File: src/rtl/reg_file_if.sv
// Issue/commit, operand-query and ROB-lookup signals of the architectural
// register file. The master side is the ROB/decoder, the slave side is reg_file.
interface reg_file_if #(
  parameter int ROB_BIT = 4
);
  // ROB issue/commit
  logic               clear_up;
  logic               issue_valid;
  logic [4:0]         issue_reg_id;
  logic [ROB_BIT-1:0] issue_rob_entry;
  logic               commit_valid;
  logic [4:0]         commit_rd_reg_id;
  logic [ROB_BIT-1:0] commit_rob_entry;
  logic [31:0]        commit_value;

  // Decoder operand queries
  logic [4:0]         rs1_id;
  logic [4:0]         rs2_id;
  logic               rs1_ready;
  logic               rs2_ready;
  logic [31:0]        rs1_value;
  logic [31:0]        rs2_value;
  logic [ROB_BIT-1:0] rs1_rob_entry;
  logic [ROB_BIT-1:0] rs2_rob_entry;

  // ROB lookup port for renamed sources
  logic [ROB_BIT-1:0] get_rob_entry1;
  logic [ROB_BIT-1:0] get_rob_entry2;
  logic               rob_ready1;
  logic               rob_ready2;
  logic [31:0]        rob_value1;
  logic [31:0]        rob_value2;

  modport master (
    output clear_up, issue_valid, issue_reg_id, issue_rob_entry,
    output commit_valid, commit_rd_reg_id, commit_rob_entry, commit_value,
    output rs1_id, rs2_id, rob_ready1, rob_ready2, rob_value1, rob_value2,
    input  rs1_ready, rs2_ready, rs1_value, rs2_value,
    input  rs1_rob_entry, rs2_rob_entry, get_rob_entry1, get_rob_entry2
  );

  modport slave (
    input  clear_up, issue_valid, issue_reg_id, issue_rob_entry,
    input  commit_valid, commit_rd_reg_id, commit_rob_entry, commit_value,
    input  rs1_id, rs2_id, rob_ready1, rob_ready2, rob_value1, rob_value2,
    output rs1_ready, rs2_ready, rs1_value, rs2_value,
    output rs1_rob_entry, rs2_rob_entry, get_rob_entry1, get_rob_entry2
  );
endinterface

File: src/rtl/reg_file.sv
// Architectural register file with per-register rename tags. Values retire
// from the ROB at commit; sources resolve combinationally from local state,
// the commit bypass, or the ROB lookup port. x0 is hard-wired to zero.
module reg_file #(
  parameter int ROB_BIT = 4,
  parameter int REG_NUM = 32
) (
  input logic          clk_in,
  input logic          rst_in,
  input logic          rdy_in,
  reg_file_if.slave    bus
);

  typedef struct packed {
    logic               ready;
    logic [31:0]        value;
    logic [ROB_BIT-1:0] entry;
  } lookup_t;

  logic [31:0]        value_q [REG_NUM];
  logic               busy_q  [REG_NUM];
  logic [ROB_BIT-1:0] tag_q   [REG_NUM];

  lookup_t rs1_res;
  lookup_t rs2_res;

  // Register state: commit writes the value; busy/tag follow commit-clear,
  // then flush, then issue, so a same-cycle issue overrides a commit-clear.
  always_ff @(posedge clk_in) begin
    if (rst_in) begin
      for (int unsigned i = 0; i < REG_NUM; i++) begin
        value_q[i] <= '0;
        busy_q[i]  <= 1'b0;
        tag_q[i]   <= '0;
      end
    end else if (rdy_in) begin
      if (bus.commit_valid && bus.commit_rd_reg_id != 5'd0) begin
        value_q[bus.commit_rd_reg_id] <= bus.commit_value;
        if (busy_q[bus.commit_rd_reg_id] &&
            tag_q[bus.commit_rd_reg_id] == bus.commit_rob_entry) begin
          busy_q[bus.commit_rd_reg_id] <= 1'b0;
        end
      end
      if (bus.clear_up) begin
        for (int unsigned i = 0; i < REG_NUM; i++) begin
          busy_q[i] <= 1'b0;
          tag_q[i]  <= '0;
        end
      end else if (bus.issue_valid && bus.issue_reg_id != 5'd0) begin
        busy_q[bus.issue_reg_id] <= 1'b1;
        tag_q[bus.issue_reg_id]  <= bus.issue_rob_entry;
      end
    end
  end

  function automatic lookup_t resolve(
    input logic [4:0]         id,
    input logic               busy,
    input logic [ROB_BIT-1:0] tag,
    input logic [31:0]        val,
    input logic               rob_rdy,
    input logic [31:0]        rob_val,
    input logic               c_valid,
    input logic [4:0]         c_rd,
    input logic [ROB_BIT-1:0] c_entry,
    input logic [31:0]        c_value
  );
    lookup_t r;
    r = '0;
    if (id == 5'd0) begin
      r.ready = 1'b1;
    end else if (!busy) begin
      r.ready = 1'b1;
      r.value = val;
    end else if (c_valid && c_rd == id && c_entry == tag) begin
      r.ready = 1'b1;
      r.value = c_value;
    end else if (rob_rdy) begin
      r.ready = 1'b1;
      r.value = rob_val;
    end else begin
      r.entry = tag;
    end
    return r;
  endfunction

  // Source 1 resolution
  always_comb begin
    rs1_res = resolve(bus.rs1_id, busy_q[bus.rs1_id], tag_q[bus.rs1_id],
                      value_q[bus.rs1_id], bus.rob_ready1, bus.rob_value1,
                      bus.commit_valid, bus.commit_rd_reg_id,
                      bus.commit_rob_entry, bus.commit_value);
  end

  // Source 2 resolution
  always_comb begin
    rs2_res = resolve(bus.rs2_id, busy_q[bus.rs2_id], tag_q[bus.rs2_id],
                      value_q[bus.rs2_id], bus.rob_ready2, bus.rob_value2,
                      bus.commit_valid, bus.commit_rd_reg_id,
                      bus.commit_rob_entry, bus.commit_value);
  end

  assign bus.rs1_ready      = rs1_res.ready;
  assign bus.rs1_value      = rs1_res.value;
  assign bus.rs1_rob_entry  = rs1_res.entry;
  assign bus.rs2_ready      = rs2_res.ready;
  assign bus.rs2_value      = rs2_res.value;
  assign bus.rs2_rob_entry  = rs2_res.entry;
  // tag_q[0] is never written, so x0 always looks up tag 0
  assign bus.get_rob_entry1 = tag_q[bus.rs1_id];
  assign bus.get_rob_entry2 = tag_q[bus.rs2_id];

endmodule

File: src/flat_wrapper.sv
// flat-port wrapper written by rule: the top's interface ports become plain ports
module reg_file_flat 
#(
  parameter int ROB_BIT = 4,
  parameter int REG_NUM = 32
)
  (clk_in, rst_in, rdy_in, bus_clear_up, bus_issue_valid, bus_issue_reg_id, bus_issue_rob_entry, bus_commit_valid, bus_commit_rd_reg_id, bus_commit_rob_entry, bus_commit_value, bus_rs1_id, bus_rs2_id, bus_rob_ready1, bus_rob_ready2, bus_rob_value1, bus_rob_value2, bus_rs1_ready, bus_rs2_ready, bus_rs1_value, bus_rs2_value, bus_rs1_rob_entry, bus_rs2_rob_entry, bus_get_rob_entry1, bus_get_rob_entry2);
  reg_file_if #(.ROB_BIT(ROB_BIT)) bus_i ();
  input logic clk_in;
  input logic rst_in;
  input logic rdy_in;
  input wire logic [$bits(bus_i.clear_up)-1:0] bus_clear_up;
  input wire logic [$bits(bus_i.issue_valid)-1:0] bus_issue_valid;
  input wire logic [$bits(bus_i.issue_reg_id)-1:0] bus_issue_reg_id;
  input wire logic [$bits(bus_i.issue_rob_entry)-1:0] bus_issue_rob_entry;
  input wire logic [$bits(bus_i.commit_valid)-1:0] bus_commit_valid;
  input wire logic [$bits(bus_i.commit_rd_reg_id)-1:0] bus_commit_rd_reg_id;
  input wire logic [$bits(bus_i.commit_rob_entry)-1:0] bus_commit_rob_entry;
  input wire logic [$bits(bus_i.commit_value)-1:0] bus_commit_value;
  input wire logic [$bits(bus_i.rs1_id)-1:0] bus_rs1_id;
  input wire logic [$bits(bus_i.rs2_id)-1:0] bus_rs2_id;
  input wire logic [$bits(bus_i.rob_ready1)-1:0] bus_rob_ready1;
  input wire logic [$bits(bus_i.rob_ready2)-1:0] bus_rob_ready2;
  input wire logic [$bits(bus_i.rob_value1)-1:0] bus_rob_value1;
  input wire logic [$bits(bus_i.rob_value2)-1:0] bus_rob_value2;
  output wire logic [$bits(bus_i.rs1_ready)-1:0] bus_rs1_ready;
  output wire logic [$bits(bus_i.rs2_ready)-1:0] bus_rs2_ready;
  output wire logic [$bits(bus_i.rs1_value)-1:0] bus_rs1_value;
  output wire logic [$bits(bus_i.rs2_value)-1:0] bus_rs2_value;
  output wire logic [$bits(bus_i.rs1_rob_entry)-1:0] bus_rs1_rob_entry;
  output wire logic [$bits(bus_i.rs2_rob_entry)-1:0] bus_rs2_rob_entry;
  output wire logic [$bits(bus_i.get_rob_entry1)-1:0] bus_get_rob_entry1;
  output wire logic [$bits(bus_i.get_rob_entry2)-1:0] bus_get_rob_entry2;
  assign bus_i.clear_up = bus_clear_up;
  assign bus_i.issue_valid = bus_issue_valid;
  assign bus_i.issue_reg_id = bus_issue_reg_id;
  assign bus_i.issue_rob_entry = bus_issue_rob_entry;
  assign bus_i.commit_valid = bus_commit_valid;
  assign bus_i.commit_rd_reg_id = bus_commit_rd_reg_id;
  assign bus_i.commit_rob_entry = bus_commit_rob_entry;
  assign bus_i.commit_value = bus_commit_value;
  assign bus_i.rs1_id = bus_rs1_id;
  assign bus_i.rs2_id = bus_rs2_id;
  assign bus_i.rob_ready1 = bus_rob_ready1;
  assign bus_i.rob_ready2 = bus_rob_ready2;
  assign bus_i.rob_value1 = bus_rob_value1;
  assign bus_i.rob_value2 = bus_rob_value2;
  assign bus_rs1_ready = bus_i.rs1_ready;
  assign bus_rs2_ready = bus_i.rs2_ready;
  assign bus_rs1_value = bus_i.rs1_value;
  assign bus_rs2_value = bus_i.rs2_value;
  assign bus_rs1_rob_entry = bus_i.rs1_rob_entry;
  assign bus_rs2_rob_entry = bus_i.rs2_rob_entry;
  assign bus_get_rob_entry1 = bus_i.get_rob_entry1;
  assign bus_get_rob_entry2 = bus_i.get_rob_entry2;
  reg_file #(.ROB_BIT(ROB_BIT), .REG_NUM(REG_NUM)) u_core (.clk_in(clk_in), .rst_in(rst_in), .rdy_in(rdy_in), .bus(bus_i));
endmodule
File: config.mk
export PLATFORM = sky130hd
export DESIGN_NAME = reg_file_flat
export DESIGN_NICKNAME = d
export VERILOG_FILES = /design/src/rtl/reg_file_if.sv /design/src/rtl/reg_file.sv /design/src/flat_wrapper.sv
export SDC_FILE = /design/constraint.sdc
export NUM_CORES = 2
export LEC_CHECK = 0
export CAP_MARGIN = 20
export CORE_UTILIZATION = 30
export DETAILED_ROUTE_END_ITERATION = 10
export GPL_TIMING_DRIVEN = 0
export HOLD_SLACK_MARGIN = 0.12
export PLACE_DENSITY_LB_ADDON = 0.15
export SETUP_SLACK_MARGIN = 0.5
export SYNTH_ARGS = -nofsm -noshare
export SYNTH_HDL_FRONTEND = slang
export SYNTH_SLANG_ARGS = --single-unit
File: constraint.sdc
create_clock -name clk_in -period 3.8 [get_ports clk_in]
set_input_delay 0.38 -clock clk_in [delete_from_list [all_inputs] [get_ports clk_in]]
set_output_delay 0.38 -clock clk_in [all_outputs]
set_load 0.005 [all_outputs]
==> flow_metrics.py <==
metrics = {
    "synthesis": {
        "synth_ff_type": "edfxtp_1",
        "yosys.area.top_type": "edfxtp_1",
        "ys_ff_latch": 1184,
        "synth_area_um2": 67600,
        "avgSynthCellArea_um2": 13.8,
        "synthArstFlopShare": 0,
        "ys_seq_area_frac": 0.521,
        "yosys_warnings": 0,
        "ys_top_cells_by_area": "edfxtp_1, mux4_2, and2_1",
        "netlist_top_cells_count": "edfxtp_1, and2_1, mux4_2",
        "synth-edff-count": 1152,
        "synth_cells": 4889,
        "synth_top_cell_area_share": 0.511,
        "synthMostInstantiatedCell": "edfxtp_1",
        "netlist-cell-type-count": 74,
    },
    "critical_path": {
        "cp_slowest_cell": "a211oi_4",
        "cp_max_fo": 8,
        "worstPathRequired_ns": 3.42,
        "critPathKind": "flop to output pin",
        "startpoint": "u_core.tag_q[14][0]",
        "reg2reg_from": "u_core.tag_q[10][1]",
        "crit_path_end_kind": "output pin",
        "critPathLaunchType": "flop",
        "critPathTopFamily": "compound AO/OA/AOI/OAI gates",
        "crit_buf_inv": 3,
        "slowest_delay_ns": 0.58,
        "crit_chain": "mux4_2 -> a32o_1 -> nor4_4 -> or3_4 -> a2111o_2 -> buf_6 -> buf_12 -> o211ai_4 -> a211oi_4 -> buf_2",
        "cp.arrival_ns": 4.23,
    },
    "floorplanning": {
        "floorplan.initialDensity": 0.303,
        "die_x_um": 477,
        "rows": 173,
        "die_y_um": 477,
        "ios": 214,
        "die_area_um2": 227000,
        "core_um2": 223000,
    },
    "routing": {
        "vias": 51200,
        "drc": 0,
        "detail_route.wl_per_cell_um": 40.5,
        "ant_nets": 0,
        "dr.pass1.iters": 6,
        "dr.first_iter.drc_count": 7158,
        "routed_via_density": 5.97,
        "wl_um": 347000,
    },
    "layout": {
        "drive_above_1_share": 0.300,
        "nNetsFinal": 5606,
        "multiInputGateArea_um2": 32300,
        "seq_area_um2": 35200,
        "final_util": 0.378,
        "fillers": 21200,
        "area_delta_synth_final_pct": 24.8,
    },
    "cts": {
        "cts.sinks": 1184,
        "clk_pin_slew_ns": 0.06,
        "ctsRootBufferMaster": "clkbuf_16",
        "h-tree-depth": 4,
        "clockBufferDepth": 3,
        "cts_buffers": 147,
        "cts_tree": "done",
        "clkLatencyLatePin_ns": 0.86,
        "cts-hold-fix-buffers": 0,
    },
    "placement": {
        "post-dp-hpwl_um": 257000,
        "globalplace.congestion": 0.986,
        "numPortBuffers": 202,
    },
    "timing": {
        "rsz0062_at_grt": "true",
        "finalMaxSlewViolations": 0,
        "setup_violations": 74,
        "worstMarginPinSlew_ns": 1.13,
        "hold_violations": 0,
        "relSlewSlack": 0.244,
        "period_needed_ns": 4.61,
        "setup_ws_ns": -0.808,
        "final.period_utilization": 1.21,
        "finClkSkew_ns": 0.0316,
        "max_freq_mhz": 217,
    },
    "global_route": {
        "grt_overflow": 0,
        "grt_start_max_net_pins": 26,
        "antenna_found_initial": 30,
        "grt_pass1_vias": 49700,
        "grt_pass1_wl_um": 456000,
        "track_usage": 0.299,
    },
    "min_path": {
        "hold_class": "input port to flop",
        "min_from": "bus_issue_reg_id[3]",
    },
    "power": {
        "power_w": 0.0358,
        "powerDensity_nw_per_um2": 424,
        "ir_drop_mv": 0.440,
        "p_int_w": 0.0252,
        "switching_power_w": 0.0107,
        "p_sw_frac": 0.298,
        "p_clk_frac": 0.386,
        "p_leak_nw": 29.2,
        "combPwrFrac": 0.183,
        "p_seq_frac": 0.431,
    },
    "status": {
        "violations": "setup timing",
        "status": "complete, but fails checks",
    },
    "job": {
        "drv_cap": 0,
    },
}
==> worst register-to-register path, stage by stage, from the launching register on <==
cell and delay, ns:
edfxtp_1 0.45, mux4_2 0.48, mux2i_1 0.48, a22oi_1 0.19
a21oi_1 0.19, a31oi_1 0.13, clkbuf_2 0.31, or4_1 0.64
a31o_1 0.27
==> layer usage <==
| layer | routed length (µm) | GRT usage | vias up | part of all wire |
|---|---|---|---|---|
| met5 | 203 | 0 | - | 0.00058 |
| met1 | 137000 | 0.388 | 26900 | 0.39 |
| li1 | - | - | 20200 | - |
| met2 | 151000 | 0.444 | 3299 | 0.43 |
| met4 | 22700 | 0.173 | 8 | 0.065 |
| met3 | 36500 | 0.0854 | 758 | 0.11 |
==> registers in the layout (all words and copies together), names as in the netlist <==
name            flops
u_core.value_q   1024
u_core.busy_q      32
u_core.tag_q      128
==> power groups by stage <==
stage	Combinational (W)	Clock, W	Sequential (W)
floorplan	0.00277	0	0.0155
finish	0.00657	0.0138	0.0154
global placement	0.00543	0	0.0157
global route	0.00663	0.0143	0.0155
CTS	0.00625	0.0139	0.0154
detailed placement	0.00560	0	0.0157
==> worst paths after layout <==
path	cells past startpoint	slack, ns	end
setup reg to reg	8	0.55	u_core.busy_q[29]
hold / removal	3	0.25	u_core.tag_q[29][3]
setup / recovery	10	-0.81	bus_rs1_value[16]
hold reg to reg	1	0.52	u_core.busy_q[0]
==> final cells by class <==
class / instances / share of cell area
plain buffers: 542 / 0.0483
multi-input cells: 3191 / 0.382
inverters: 8 / 0.000400
well taps: 2975 / 0.0441
clock inverters: 88 / 0.00877
clock buffers: 177 / 0.0452
flip-flops and latches: 1184 / 0.417
diodes: 14 / 0.000415
repair buffers: 400 / 0.0529
==> kinds of logic (layout without fill, tap and decap cells) <==
family / count (synthesis) / in the layout / share of synthesized area
muxes: 878 / 878 / 0.226
AOI/OAI and AO/OA: 672 / 672 / 0.0711
DFF: 1184 / 1184 / 0.521
other: 1 / 50 / 0.0000554
and+or+nand+nor: 1591 / 1592 / 0.141
buffers and inverters: 550 / 1215 / 0.0390
xor gates and xnor gates: 13 / 13 / 0.00168
==> timing repair <==
item,4_1_cts,5_1_grt
cloned,1,2
resized for setup,1170,182
buffers inserted,83,40
pin swaps,109,84
setup endpoints to repair,1847,991
==> per-stage QoR <==
step                      instance area [µm²]  hold WS [ns]  instances   TNS, ns  worst slack [ns]
after global routing                    84400         0.255       8569    -46.32            -0.815
final                                   84400         0.250       8579    -43.07            -0.808
after global placement                  73500         0.499       8101  -2226.88             -4.85
after floorplan                         67800         0.463       4924         0             0.678
after CTS                               83500         0.206       8521    -37.62            -0.814
after detailed placement                74800         0.497       8172  -1819.67             -3.24
==> cell usage in the layout (no fill, tap or decap), drive strengths merged, types with 17 or more instances in the layout <==
cell / count
nand4b: 33
a41oi: 29
mux2: 17
nor2: 84
edfxtp: 1152
o211ai: 84
nor3: 42
and2: 1099
clkdlybuf4s50: 118
o21ai: 99
a31oi: 57
nand3: 39
conb: 36
and3: 40
a21oi: 134
nand2: 106
mux2i: 343
a221oi: 60
mux4: 518
or2: 36
clkinv: 66
a22oi: 61
o311ai: 32
clkbuf: 533
o31ai: 24
a211oi: 36
buf: 454
nor4: 32
dfxtp: 32
No activity file was read; power rests on OpenSTA's default activity.
==> RTL edit, RTL diff (config.mk and constraints unchanged) <==
`REG_NUM` is set to 32 in 2 places; all go to 64.
--- a/src/rtl/reg_file.sv
+++ b/src/rtl/reg_file.sv
@@ -3,7 +3,7 @@
 // the commit bypass, or the ROB lookup port. x0 is hard-wired to zero.
 module reg_file #(
   parameter int ROB_BIT = 4,
-  parameter int REG_NUM = 32
+  parameter int REG_NUM = 64
 ) (
   input logic          clk_in,
   input logic          rst_in,
--- a/src/flat_wrapper.sv
+++ b/src/flat_wrapper.sv
@@ -2,7 +2,7 @@
 module reg_file_flat 
 #(
   parameter int ROB_BIT = 4,
-  parameter int REG_NUM = 32
+  parameter int REG_NUM = 64
 )
   (clk_in, rst_in, rdy_in, bus_clear_up, bus_issue_valid, bus_issue_reg_id, bus_issue_rob_entry, bus_commit_valid, bus_commit_rd_reg_id, bus_commit_rob_entry, bus_commit_value, bus_rs1_id, bus_rs2_id, bus_rob_ready1, bus_rob_ready2, bus_rob_value1, bus_rob_value2, bus_rs1_ready, bus_rs2_ready, bus_rs1_value, bus_rs2_value, bus_rs1_rob_entry, bus_rs2_rob_entry, bus_get_rob_entry1, bus_get_rob_entry2);
   reg_file_if #(.ROB_BIT(ROB_BIT)) bus_i ();
Function: not settled (the Yosys comparison gave no result); the edit may change what the design does.
==> RTL edit against the unedited design <==
The flow still finishes with violations (setup timing); design area is 0.37% lower; first-iteration DRC count is 36% higher; worst setup slack better by 210 ps; power hardly changed; area after synthesis is 0.41% lower; non-clock buffer count is 26 higher; worst hold slack better by 9.5 ps; sequential cell count stayed put; routed wire length is 12% higher; critical endpoint is now bus_rs1_value[3].
==> RTL edit: results (changes against the unedited design) <==
status: "finished, violations left"  # unchanged
violations: "setup timing"  # unchanged
worst_slew_margin_rel_pct: 14.6  # was 24.4%
comb_power_share_pct: 18.8  # was 18.3%
track_usage_pct: 33.7  # was 29.9%
drt-initial-drc-count: 9701  # was 7158
dp_cells: 8194  # was 8172
first_global_vias: 50700  # was 49700
fp.coreArea_mm2: 0.223  # about the same
buffers: 968  # was 942
fillers: 21200  # about the same
worstSetupEndpoint: "bus_rs1_value[3]"  # was bus_rs1_value[16]
clock_buffers: 194  # was 177
rr_endpoint: "u_core.busy_q[11]"  # was u_core.busy_q[29]
n_all_inverters: 20  # was 8
cts_setup_buffers: 96  # was 83
synth_top_area_share_pct: 51.4  # was 51.1%
seq_area_mm2: 0.0352  # about the same
clk_share_pct: 5.27  # was 5.39%
startpoint: "u_core.tag_q[31][1]"  # was u_core.tag_q[14][0]
wl_per_cell_um: 45.1  # was 40.5 µm
p_leak_nw: 29.3  # was 29.2 nW
dp_slack_ps: -3000  # was -3240 ps
power_mw: 35.9  # was 35.8 mW
setup_violations: 74  # unchanged
wl_met2_um: 165000  # was 151000 µm
grtUsageMet3_pct: 12.7  # was 8.54%
drtPass1Iterations: 9  # was 6
synth_cell_types: 66  # was 74
dp.final_hpwl_um: 270000  # was 257000 µm
grt_max_degree: 33  # was 26
slowest_stage: "mux4_2"  # was a211oi_4
fin_ws_ps: -602  # was -808 ps
r2r_cells: 9  # was 8
postPlaceCellArea_mm2: 0.0751  # was 0.0748 mm²
grtUsageMet2_pct: 49.0  # was 44.4%
ir_drop_uv: 464  # was 440 µV
synthTopCellsByCount: "edfxtp_1 (1152), and2_1 (1121), mux4_2 (554), clkbuf_1 (366), mux2i_1 (306)"  # was edfxtp_1 (1152), and2_1 (1099), mux4_2 (518), clkbuf_1 (344), mux2i_1 (343)
met1_length_um: 142000  # was 137000 µm
synth-seq-area-share_pct: 52.3  # was 52.1%
antenna_found_initial: 44  # was 30
vias_per_cell: 6.28  # was 5.97
cp_top_family: "simple AND/OR/NAND/NOR gates"  # was compound AO/OA/AOI/OAI gates
reg2reg_from: "u_core.tag_q[24][0]"  # was u_core.tag_q[10][1]
## RTL edit: cell count changes after synthesis, moves of 24 or more
cell      change
a31oi_1      +27
a22oi_1      -24
mux2i_1      -37
o211ai_2     -30
mux4_2       +36
nand4b_1     -33
o21ai_1      -52
nand4_1      +29
o21ai_0      +53
a41oi_1      -29
and3_1       -32
## RTL edit: worst min-delay path by stage
stage	depth (start not counted)	slack, ps	startpoint	end
CTS	2	260	bus_issue_rob_entry[0]	u_core.tag_q[17][0]
floorplan	1	460	u_core.busy_q[0]	u_core.busy_q[0]
detailed placement	1	510	u_core.busy_q[0]	u_core.busy_q[0]
global route	2	290	bus_issue_rob_entry[2]	u_core.tag_q[17][2]
finish	2	260	bus_issue_rob_entry[0]	u_core.tag_q[17][0]
global placement	1	510	u_core.busy_q[0]	u_core.busy_q[0]
## RTL edit: logic make-up after synthesis
family	synth area share, %
AOI/OAI and AO/OA	6.53
xor gates and xnor gates	0.208
buffers and inverters	3.73
DFF	52.3
muxes	23.3
other	0.00557
and+or+nand+nor	13.9
